<file path="src/rtl/exe_stage_muldiv.sv">
// Execute stage: single-cycle ALU plus an optional iterative 32-step MUL/DIVU/REMU unit.
// Define EXE_MULDIV_EN to build the multi-cycle unit; without it codes 16-18 decode as unknown.
module exe_stage_muldiv #(
  parameter int XLEN = 32
) (
  input  logic            clk,
  input  logic            rst_n,
  input  logic            valid_in,
  input  logic            WB_EN_EXE,
  input  logic [1:0]      MEM_CMD_EXE,
  input  logic [5:0]      EXE_CMD_EXE,
  input  logic [XLEN-1:0] Val1_EXE,
  input  logic [XLEN-1:0] Val2_EXE,
  input  logic [XLEN-1:0] Reg2_EXE,
  input  logic [4:0]      Dst_EXE,
  output logic            stall,
  output logic            valid_out,
  output logic            WB_EN_MEM,
  output logic [1:0]      MEM_CMD_MEM,
  output logic [XLEN-1:0] ALU_Res,
  output logic [XLEN-1:0] Reg2_MEM,
  output logic [4:0]      Dst_MEM
);

  localparam int SHW = $clog2(XLEN);

  localparam logic [5:0] CMD_ADD  = 6'd0;
  localparam logic [5:0] CMD_SUB  = 6'd1;
  localparam logic [5:0] CMD_AND  = 6'd2;
  localparam logic [5:0] CMD_OR   = 6'd3;
  localparam logic [5:0] CMD_XOR  = 6'd4;
  localparam logic [5:0] CMD_SLL  = 6'd5;
  localparam logic [5:0] CMD_SRL  = 6'd6;
  localparam logic [5:0] CMD_SRA  = 6'd7;
  localparam logic [5:0] CMD_SLT  = 6'd8;
  localparam logic [5:0] CMD_SLTU = 6'd9;

  typedef enum logic {IDLE, BUSY} state_t;

  state_t state_q, state_d;

  logic            valid_q, valid_d;
  logic            wb_q, wb_d;
  logic [1:0]      mem_cmd_q, mem_cmd_d;
  logic [XLEN-1:0] res_q, res_d;
  logic [XLEN-1:0] reg2_q, reg2_d;
  logic [4:0]      dst_q, dst_d;

  logic [SHW-1:0]  shamt;
  logic [XLEN-1:0] alu_res;
  logic            is_muldiv;

  assign shamt = Val2_EXE[SHW-1:0];

  always_comb begin
    alu_res = '0;
    case (EXE_CMD_EXE)
      CMD_ADD:  alu_res = Val1_EXE + Val2_EXE;
      CMD_SUB:  alu_res = Val1_EXE - Val2_EXE;
      CMD_AND:  alu_res = Val1_EXE & Val2_EXE;
      CMD_OR:   alu_res = Val1_EXE | Val2_EXE;
      CMD_XOR:  alu_res = Val1_EXE ^ Val2_EXE;
      CMD_SLL:  alu_res = Val1_EXE << shamt;
      CMD_SRL:  alu_res = Val1_EXE >> shamt;
      CMD_SRA:  alu_res = $unsigned($signed(Val1_EXE) >>> shamt);
      CMD_SLT:  alu_res = {{(XLEN-1){1'b0}}, ($signed(Val1_EXE) < $signed(Val2_EXE))};
      CMD_SLTU: alu_res = {{(XLEN-1){1'b0}}, (Val1_EXE < Val2_EXE)};
      default:  alu_res = '0;
    endcase
  end

`ifdef EXE_MULDIV_EN
  localparam logic [5:0]     CMD_MUL  = 6'd16;
  localparam logic [5:0]     CMD_DIVU = 6'd17;
  localparam logic [5:0]     CMD_REMU = 6'd18;
  localparam logic [SHW-1:0] LAST     = SHW'(XLEN-1);

  // acc holds the product (MUL) or partial remainder (DIVU/REMU);
  // op_a is the multiplicand or the dividend/quotient shift register.
  logic [SHW-1:0]  cnt_q, cnt_d;
  logic [5:0]      op_q, op_d;
  logic [XLEN-1:0] acc_q, acc_d;
  logic [XLEN-1:0] op_a_q, op_a_d;
  logic [XLEN-1:0] op_b_q, op_b_d;
  logic            hold_wb_q, hold_wb_d;
  logic [1:0]      hold_mem_q, hold_mem_d;
  logic [XLEN-1:0] hold_reg2_q, hold_reg2_d;
  logic [4:0]      hold_dst_q, hold_dst_d;

  logic [XLEN-1:0] step_acc, step_a, step_b, muldiv_res;
  logic [XLEN:0]   rem_shift, rem_diff;

  assign is_muldiv = (EXE_CMD_EXE == CMD_MUL) || (EXE_CMD_EXE == CMD_DIVU) ||
                     (EXE_CMD_EXE == CMD_REMU);

  always_comb begin
    rem_shift = {acc_q, op_a_q[XLEN-1]};
    rem_diff  = rem_shift - {1'b0, op_b_q};
    if (op_q == CMD_MUL) begin
      step_acc = acc_q + (op_b_q[0] ? op_a_q : '0);
      step_a   = op_a_q << 1;
      step_b   = op_b_q >> 1;
    end else if (!rem_diff[XLEN]) begin
      step_acc = rem_diff[XLEN-1:0];
      step_a   = {op_a_q[XLEN-2:0], 1'b1};
      step_b   = op_b_q;
    end else begin
      step_acc = rem_shift[XLEN-1:0];
      step_a   = {op_a_q[XLEN-2:0], 1'b0};
      step_b   = op_b_q;
    end
    muldiv_res = (op_q == CMD_DIVU) ? step_a : step_acc;
  end

  always_comb begin
    state_d     = state_q;
    cnt_d       = cnt_q;
    op_d        = op_q;
    acc_d       = acc_q;
    op_a_d      = op_a_q;
    op_b_d      = op_b_q;
    hold_wb_d   = hold_wb_q;
    hold_mem_d  = hold_mem_q;
    hold_reg2_d = hold_reg2_q;
    hold_dst_d  = hold_dst_q;
    case (state_q)
      IDLE: begin
        if (valid_in && is_muldiv) begin
          state_d     = BUSY;
          cnt_d       = '0;
          op_d        = EXE_CMD_EXE;
          acc_d       = '0;
          op_a_d      = Val1_EXE;
          op_b_d      = Val2_EXE;
          hold_wb_d   = WB_EN_EXE;
          hold_mem_d  = MEM_CMD_EXE;
          hold_reg2_d = Reg2_EXE;
          hold_dst_d  = Dst_EXE;
        end
      end
      BUSY: begin
        acc_d  = step_acc;
        op_a_d = step_a;
        op_b_d = step_b;
        cnt_d  = cnt_q + SHW'(1);
        // Upstream advances on this edge, so the held copy is never re-accepted.
        if (cnt_q == LAST) begin
          state_d = IDLE;
          cnt_d   = '0;
        end
      end
      default: state_d = IDLE;
    endcase
  end
`else
  assign is_muldiv = 1'b0;

  always_comb begin
    state_d = IDLE;
  end
`endif

  always_comb begin
    stall     = 1'b0;
    valid_d   = 1'b0;
    wb_d      = 1'b0;
    mem_cmd_d = 2'b00;
    res_d     = '0;
    reg2_d    = '0;
    dst_d     = '0;
    case (state_q)
      IDLE: begin
        if (valid_in) begin
          if (is_muldiv) begin
            stall = 1'b1;
          end else begin
            valid_d   = 1'b1;
            wb_d      = WB_EN_EXE;
            mem_cmd_d = MEM_CMD_EXE;
            res_d     = alu_res;
            reg2_d    = Reg2_EXE;
            dst_d     = Dst_EXE;
          end
        end
      end
      BUSY: begin
`ifdef EXE_MULDIV_EN
        if (cnt_q != LAST) begin
          stall = 1'b1;
        end else begin
          valid_d   = 1'b1;
          wb_d      = hold_wb_q;
          mem_cmd_d = hold_mem_q;
          res_d     = muldiv_res;
          reg2_d    = hold_reg2_q;
          dst_d     = hold_dst_q;
        end
`endif
      end
      default: stall = 1'b0;
    endcase
  end

  always_ff @(posedge clk) begin
    if (!rst_n) begin
      state_q     <= IDLE;
      valid_q     <= 1'b0;
      wb_q        <= 1'b0;
      mem_cmd_q   <= 2'b00;
      res_q       <= '0;
      reg2_q      <= '0;
      dst_q       <= '0;
`ifdef EXE_MULDIV_EN
      cnt_q       <= '0;
      op_q        <= '0;
      acc_q       <= '0;
      op_a_q      <= '0;
      op_b_q      <= '0;
      hold_wb_q   <= 1'b0;
      hold_mem_q  <= 2'b00;
      hold_reg2_q <= '0;
      hold_dst_q  <= '0;
`endif
    end else begin
      state_q     <= state_d;
      valid_q     <= valid_d;
      wb_q        <= wb_d;
      mem_cmd_q   <= mem_cmd_d;
      res_q       <= res_d;
      reg2_q      <= reg2_d;
      dst_q       <= dst_d;
`ifdef EXE_MULDIV_EN
      cnt_q       <= cnt_d;
      op_q        <= op_d;
      acc_q       <= acc_d;
      op_a_q      <= op_a_d;
      op_b_q      <= op_b_d;
      hold_wb_q   <= hold_wb_d;
      hold_mem_q  <= hold_mem_d;
      hold_reg2_q <= hold_reg2_d;
      hold_dst_q  <= hold_dst_d;
`endif
    end
  end

  assign valid_out   = valid_q;
  assign WB_EN_MEM   = wb_q;
  assign MEM_CMD_MEM = mem_cmd_q;
  assign ALU_Res     = res_q;
  assign Reg2_MEM    = reg2_q;
  assign Dst_MEM     = dst_q;

endmodule
</file>
<file path="config.mk">
export PLATFORM = sky130hd
export DESIGN_NAME = exe_stage_muldiv
export DESIGN_NICKNAME = d
export VERILOG_FILES = /design/src/rtl/exe_stage_muldiv.sv
export SDC_FILE = /design/constraint.sdc
export NUM_CORES = 1
export LEC_CHECK = 0
export CAP_MARGIN = 15
export CORE_UTILIZATION = 30
export DETAILED_ROUTE_END_ITERATION = 10
export GPL_ROUTABILITY_DRIVEN = 0
export PLACE_DENSITY = 0.49
export SYNTH_ARGS = -nofsm -noshare
export SYNTH_HDL_FRONTEND = slang
export SYNTH_SLANG_ARGS = --single-unit
export TNS_END_PERCENT = 5
</file>
<file path="constraint.sdc">
create_clock -name clk -period 4.55 [get_ports clk]
set_input_delay 0.455 -clock clk [delete_from_list [all_inputs] [get_ports clk]]
set_output_delay 0.455 -clock clk [all_outputs]
set_load 0.01 [all_outputs]
</file>
Word level (Yosys, flattened, before mapping)
Cells that the tools add are included.
{"block": "op_classes", "addsub": 2, "mul": 0, "div_mod_pow": 0, "n_lt_le_gt_ge": 2, "n_eq_ne": 9, "n_shift": 3, "muxes": 2, "bitwise": 3, "n_reduce_logical": 2}
{"op": "one-hot mux 32 bit (10 select lines)", "n": 1}
{"op": "less-than comparator 32 bit", "n": 2}
{"op": "adder 32 bit", "n": 1}
{"op": "AND 32 bit", "n": 1}
{"op": "OR 32 bit", "n": 1}
{"op": "left shift 32 x 5 -> 32 bit", "n": 1}
{"op": ">> shifter 32 x 5 -> 32 bit", "n": 1}
{"op": ">>> shifter 32 x 5 -> 32 bit", "n": 1}
{"op": "subtractor 32 bit", "n": 1}
{"op": "XOR 32 bit", "n": 1}
{"op": "== test 6 x 3 -> 1 bit, second input constant", "n": 4}
{"op": "== test 6 x 2 -> 1 bit, second input constant", "n": 2}
{"op": "== test 6 x 4 -> 1 bit, second input constant", "n": 2}
{"op": "== test 6 x 1 -> 1 bit, second input constant", "n": 1}
{"op": "logical NOT 6 bit", "n": 1}
{"op": "AND reduction 2 bit", "n": 1}
{"op": "two-way mux 1 bit", "n": 1}
{"block": "word_totals", "reg_bits": 73, "latchBits": 0, "ramBits": 0, "mem_bits_ro": 0, "input_bits": 113, "out_inout_bits": 74, "elab_cells": 29, "n_memories": 0}

Logic depth before layout (Yosys ltp)
Gate-level depths: netlist of the first run.
{"block": "logic_depth", "word_depth": 2, "ltp_mapped": 15, "depth_no_buf": 13}

Worst setup path after synthesis of the first run
No wires, ideal clock.
{"block": "synth_path", "path_type": "in2reg", "start": "in Val2_EXE[2]", "end": "reg res_q[24] (netlist: ALU_Res[24])", "setup_ns": 0.128, "arrival_time_ns": 3.679, "required_ns": 4.422, "slack_ns": 0.744, "cell_stages": 14, "n_path_buf": 3, "path_cell_list": "inv_2 buf_1 clkbuf_1 ha_1 buf_2 a21o_1 a221oi_4 nor2_1 o31a_1 a211o_1 a311o_1 xnor2_1 a221oi_1 nor2_1"}
{"block": "synth_between", "elab_chain_len": 2, "word_cells_on_any_way": 6, "classes_between": "add/sub: 2; shift: 3; mux: 1"}
{"element": "from (decl)", "line": "13", "text": "input logic [XLEN-1:0] Val2_EXE,"}
{"element": "subtractor 32 bit (tied with other cells)", "line": "59", "text": "CMD_SUB: alu_res = Val1_EXE - Val2_EXE;"}
{"element": "one-hot mux 32 bit (10 select lines) *", "line": "57", "text": "case (EXE_CMD_EXE)"}
{"element": "to (signal assigned)", "line": "229", "text": "res_q <= res_d;"}
{"element": "to (decl)", "line": "45", "text": "logic [XLEN-1:0] res_q, res_d;"}
Mark *: on every way between the ends. The rest lies on a longest branch, timed or not.
A chain may end at the register's enable or synchronous reset.

Worst setup path in the final report of the first run
{"block": "layout_path", "start": "in Val1_EXE[0]", "end": "reg res_q[24] (netlist: ALU_Res[24])"}
{"block": "layout_between", "elab_chain_len": 2, "word_cells_on_any_way": 6, "classes_between": "add/sub: 2; shift: 3; mux: 1"}
{"element": "from (decl)", "line": "12", "text": "input logic [XLEN-1:0] Val1_EXE,"}
{"element": "subtractor 32 bit (tied with other cells)", "line": "59"}
{"element": "one-hot mux 32 bit (10 select lines) *", "line": "57"}
Marked as above.

==> flow_metrics.py, run 1 <==
metrics = {
    "power_and_ir_drop": {
        "p_leak_nw": 5.351,
        "power.density_nw_per_um2": 200.1,
        "combinationalPowerShare_pct": 45.4,
        "p_sw_mw": 1.037,
        "clkPwrFrac_pct": 29.8,
        "irDropWorstVdd_uv": 181.8,
        "swShare_pct": 39.07,
        "power.total_mw": 2.654,
        "seqPwrFrac_pct": 24.9,
        "p_int_mw": 1.617,
    },
    "clock_tree": {
        "cts_tree": "done",
        "clk_pin_slew_ns": 0.06,
        "htree_levels": 3,
        "clock_path_buffers": 2,
        "post_cts_buffers": 0,
        "cts_hold_buf": 0,
        "cts_sinks": 73,
        "cts-root-buf": "clkbuf_16",
        "cts_resized": 0,
        "numCtsBuffers": 9,
    },
    "global_routing": {
        "grt_pass1_wl_um": 72530,
        "grt_max_degree": 80,
        "grt_use_total_pct": 26.65,
        "antenna_found_initial": 0,
        "grt_pass1_vias": 11440,
        "gr-total-overflow": 0,
    },
    "detailed_routing": {
        "vias_per_cell": 5.918,
        "drtAntennaViolNets": 0,
        "routed_wl_um": 48670,
        "wl_per_cell_um": 24.02,
        "drcViolationCount": 0,
        "vias": 11990,
        "drtPass1Iterations": 5,
        "drt-initial-drc-count": 1457,
    },
    "final_layout": {
        "fin_nets": 1779,
        "multi_input_area_um2": 8278,
        "final_cell_mix": "nor2_1 (181), clkdlybuf4s50_1 (181), a21oi_1 (133)",
        "register_area_um2": 1461,
        "syn2layout_area_growth_pct": 25.71,
        "drive_gt1_share_pct": 9.994,
        "fill_cells": 3732,
        "final_util_pct": 38.39,
        "stdcell_area_um2": 13260,
        "diodes": 0,
    },
    "placed_design": {
        "dp_slack_ns": 0.3858,
        "dp_hpwl_um": 38400,
        "place_area_um2": 12940,
        "io_buffers": 185,
    },
    "worst_setup_path": {
        "crit_arrival_ns": 4.07,
        "worstPathRequired_ns": 4.77,
        "critical_path.max_fanout": 4,
        "endpoint": "ALU_Res[24]",
        "path_class": "in2reg",
        "critPathCaptureType": "flip-flop",
        "startpoint_type": "input pin",
        "worstSetupStartpoint": "Val1_EXE[0]",
    },
    "sta": {
        "tns_ns": 0,
        "drv_slew": 0,
        "min_period_ns": 3.844,
        "hold_violations": 0,
        "finalCritPeriodShare_pct": 84.49,
        "rsz0062_at_grt": "false",
        "setup_viol": 0,
        "worst_pin_slew_ns": 0.8719,
        "slew_headroom_pct": 40.37,
        "setup_ws_ns": 0.7058,
        "clock.fmax_mhz": 260.1,
    },
    "floorplan": {
        "rows": 68,
        "die_y_um": 189.5,
        "ios": 187,
        "initial_core_util_pct": 30.54,
        "die_x_um": 189.5,
        "core_um2": 34540,
        "dieArea_um2": 35920,
    },
    "synth": {
        "synth_edf_count": 0,
        "syn_avg_cell_area_um2": 7.419,
        "ys_seq_elements": 73,
        "ys_types": 82,
        "synthArstFlopShare_pct": 0,
        "syn-num-nets": 1635,
        "synth_seq_area_share_pct": 13.85,
        "syn_inst": 1422,
        "yosys_warnings": 0,
        "synth_ff_type": "dfxtp_1",
        "synth_area_um2": 10550,
    },
    "run": {
        "cap_viol_max_count": 0,
    },
    "min_path": {
        "min_from": "WB_EN_EXE",
        "hold_path_class": "in2reg",
    },
    "status": {
        "status": "complete, no violations",
    },
}
==> per-stage QoR <==
| stage | hold WS (ns) | instances |
|---|---|---|
| 2_1_floorplan | 0.6142 | 1422 |
| 3_3_place_gp | 1.064 | 2010 |
| 3_5_place_dp | 1.067 | 2010 |
| 4_1_cts | 0.6915 | 2026 |
| 5_1_grt | 0.6974 | 2026 |
| 6_report | 0.7063 | 2026 |
==> per-layer routing <==
layer / share of wire (%) / up-vias / global-route usage (%)
li1: - / 5547 / -
met1: 42 / 5699 / 35.42
met2: 45 / 630 / 42.70
met3: 7.9 / 113 / 4.058
met4: 4.7 / 0 / 11.35
met5: 0 / - / 0
==> power groups by stage <==
stage                     Combinational [mW]  Clock [mW]  Sequential [mW]
after detailed placement                1.17           0            0.674
after global placement                  1.18           0            0.674
after global routing                    1.29       0.844            0.661
after CTS                               1.18       0.814            0.660
final                                   1.20       0.790            0.660
after floorplan                        0.709           0            0.683
==> how the worst min path moves through the flow <==
stage                         endpoint  depth (start not counted)
after global placement      Dst_MEM[3]                          2
after detailed placement  Reg2_MEM[20]                          2
after floorplan             Dst_MEM[0]                          1
after global routing      Reg2_MEM[16]                          2
after CTS                   Dst_MEM[0]                          2
final                        WB_EN_MEM                          2
==> cell type report <==
cell class / count / area share (%)
timing repair buffer: 246 / 17.38
multi-input combinational: 1148 / 62.42
tap: 455 / 4.292
clock inverter: 6 / 0.6792
sequential: 73 / 11.02
clock buffer: 10 / 1.726
inverter: 88 / 2.491
==> logic make-up (layout without fill, tap and decap cells) <==
group	count (synthesis)	count (layout)	share of synthesized area, %
AOI/OAI and AO/OA	460	460	29.01
and+or+nand+nor	459	459	20.17
buffers and inverters	201	350	7.780
muxes	113	113	15.90
adders and majority gates	100	100	12.00
DFF	73	73	13.85
xor gates and xnor gates	15	15	1.245
other	1	1	0.03554
==> flip-flops by register name (all words and copies together), names as in the netlist <==
| register | flops |
|---|---|
| Reg2_MEM | 32 |
| MEM_CMD_MEM | 2 |
| valid_out | 1 |
| ALU_Res | 32 |
| WB_EN_MEM | 1 |
| Dst_MEM | 5 |
==> Yosys cell counts, types with 22 or more instances <==
| library cell | number | area share (%) |
|---|---|---|
| clkbuf_1 | 77 | 2.7 |
| dfxtp_1 | 73 | 14 |
| inv_1 | 83 | 3.0 |
| o211ai_1 | 22 | 1.6 |
| a21oi_1 | 133 | 6.3 |
| nand2_1 | 103 | 3.7 |
| a211oi_1 | 24 | 1.7 |
| o21ai_0 | 89 | 4.2 |
| ha_1 | 98 | 12 |
| mux4_2 | 42 | 9.0 |
| mux2i_1 | 54 | 5.1 |
| and3_1 | 45 | 2.7 |
| nand3_1 | 24 | 1.1 |
| nor2_1 | 181 | 6.4 |
| nor3_1 | 33 | 1.6 |
==> worst max-delay path: stages <==
cell	delay (ns)
clkdlybuf4s50_1	0.51
inv_1	0.14
ha_1	0.19
inv_1	0.07
fa_1	0.40
nor2b_1	0.16
o21ai_0	0.38
a211oi_1	0.14
nor3_1	0.34
nor2_1	0.17
a2111oi_1	0.63
xnor2_1	0.13
a221oi_1	0.28
nor2_1	0.06
No activity file was read; power rests on OpenSTA's default activity.
==> inputs of run 2 (changes only) <==
- clock period: 4.55 -> 3.7 ns (I/O delays scaled with it)
==> run 2 against run 1 <==
  * The run now ends with design-rule violations left
  * Non-clock buffer count increased by 77
  * Worst setup slack got worse by 0.45 ns
  * Worst hold slack got worse by 0.086 ns
  * Largest cell class unchanged
  * Sequential power increased by 23%
  * Core utilization increased by 1.8 points
  * Via count increased by 3.1%
  * Global-route usage increased by 1.4 points
==> flow_metrics.py, run 2 (synthesized netlist as in run 1, its figures left out) <==
metrics = {
    "worst_setup_path": {
        "max_stage_delay_ns": 0.44,
        "crit_chain": "clkdlybuf4s50_1, ha_1, fa_1, a21o_1, a221oi_4, nor2_1, o31a_1, a211o_1, a311o_1, xnor2_1, a221oi_2, nor2_1",
        "path_class": "in2reg",
        "critical_path.max_fanout": 5,
        "crit_arrival_ns": 3.68,
        "worstPathRequired_ns": 3.93,
        "startpoint_type": "input pin",
        "slowest_stage": "clkdlybuf4s50_1",
        "crit_top_cell": "nor2_1",
        "critPathCaptureType": "flip-flop",
    },
    "global_routing": {
        "gr-total-overflow": 0,
        "antenna_found_initial": 0,
        "grt_pass1_vias": 12060,
        "grt_use_total_pct": 28.03,
        "grt_pass1_wl_um": 76050,
        "grt_max_degree": 81,
    },
    "status": {
        "violations": "design-rule violations",
        "status": "complete, but fails checks",
    },
    "detailed_routing": {
        "wl_per_cell_um": 24.18,
        "vias_per_cell": 5.879,
        "vias": 12360,
        "drtPass1Iterations": 9,
        "routed_wl_um": 50850,
        "drt-initial-drc-count": 1384,
        "drtAntennaViolNets": 0,
        "drcViolationCount": 1,
    },
    "clock_tree": {
        "cts-root-buf": "clkbuf_16",
        "clock_path_buffers": 2,
        "cts_sinks": 73,
        "cts_tree": "done",
        "clk_pin_slew_ns": 0.06,
        "numCtsBuffers": 9,
        "htree_levels": 3,
    },
    "power_and_ir_drop": {
        "irDropWorstVdd_uv": 212.9,
        "p_leak_nw": 5.734,
        "power.density_nw_per_um2": 244.5,
    },
    "sta": {
        "min_period_ns": 3.449,
        "slew_headroom_pct": 38.35,
        "clock.fmax_mhz": 289.9,
        "setup_ws_ns": 0.2510,
        "setup_viol": 0,
        "finalCritPeriodShare_pct": 93.22,
        "worst_pin_slew_ns": 0.9163,
        "hold_violations": 0,
        "drv_slew": 0,
        "tns_ns": 0,
        "rsz0062_at_grt": "false",
    },
    "floorplan": {
        "core_um2": 34540,
        "ios": 187,
        "rows": 68,
        "initial_core_util_pct": 30.54,
        "dieArea_um2": 35920,
        "die_y_um": 189.5,
        "die_x_um": 189.5,
    },
    "final_layout": {
        "fin_nets": 1856,
        "diodes": 0,
        "register_area_um2": 1461,
        "stdcell_area_um2": 13870,
        "final_cell_mix": "nor2_1 (181), clkdlybuf4s50_1 (181), buf_4 (137)",
        "fill_cells": 3659,
        "syn2layout_area_growth_pct": 31.45,
        "drive_gt1_share_pct": 14.32,
        "multi_input_area_um2": 8284,
    },
    "run": {
        "cap_viol_max_count": 0,
    },
    "min_path": {
        "hold_path_class": "in2reg",
    },
    "placed_design": {
        "io_buffers": 185,
        "dp_slack_ns": -0.1193,
        "place_area_um2": 13530,
        "dp_hpwl_um": 40170,
    },
}
-- run 2: path summary, 6_finish.rpt --
| path | to | start | slack, ns | cells past startpoint |
|---|---|---|---|---|
| max | ALU_Res[24] | Val1_EXE[0] | 0.25 | 12 |
| min | Reg2_MEM[4] | Reg2_EXE[4] | 0.62 | 2 |
-- run 2: timing repair --
action | 4_1_cts | 5_1_grt
endpoints found under the setup margin | 0 | 1
resized for setup | 0 | 1
hold buffers | 0 | 0
buffers inserted | 0 | 0
-- run 2: layout make-up --
type	instances	area share [%]
multi-input combinational	1148	59.73
clock inverter	7	0.7398
sequential	73	10.54
timing repair buffer	323	20.88
inverter	88	2.382
tap	455	4.105
clock buffer	9	1.624
-- run 2: where the power goes --
part / leakage, nW / total, mW / internal, mW / switching, mW
registers: 0.595 / 0.811 / 0.806 / 0.00490
clock network: 0.162 / 0.997 / 0.599 / 0.398
logic: 4.98 / 1.58 / 0.657 / 0.925
total: 5.73 / 3.39 / 2.06 / 1.33
-- run 2: through the flow --
stage	util (%)	total power [mW]	hold WS [ns]	instances
global route	40.15	3.559	0.6070	2103
floorplan	-	1.713	0.5292	1422
global placement	39.18	2.376	0.9782	2087
detailed placement	39.18	2.371	0.9824	2087
finish	40.15	3.391	0.6201	2103
CTS	40.13	3.383	0.6062	2103
-- run 2: worst max-delay path, delay by kind of cell --
family | cells | cell delay [ns]
compound gates | 6 | 1.92
xor+xnor | 1 | 0.14
fa+ha+maj | 2 | 0.64
buf+inv | 1 | 0.44
simple gates | 2 | 0.18
-- run 2: layer usage --
layer	vias to the layer above	global-route usage [%]	routed length, um	share of wire, %
met5	-	0	0	0
met4	0	14.21	2641	5.2
met3	99	4.483	3697	7.3
met2	642	44.15	22800	45
met1	5920	36.93	21710	43
li1	5703	-	-	-
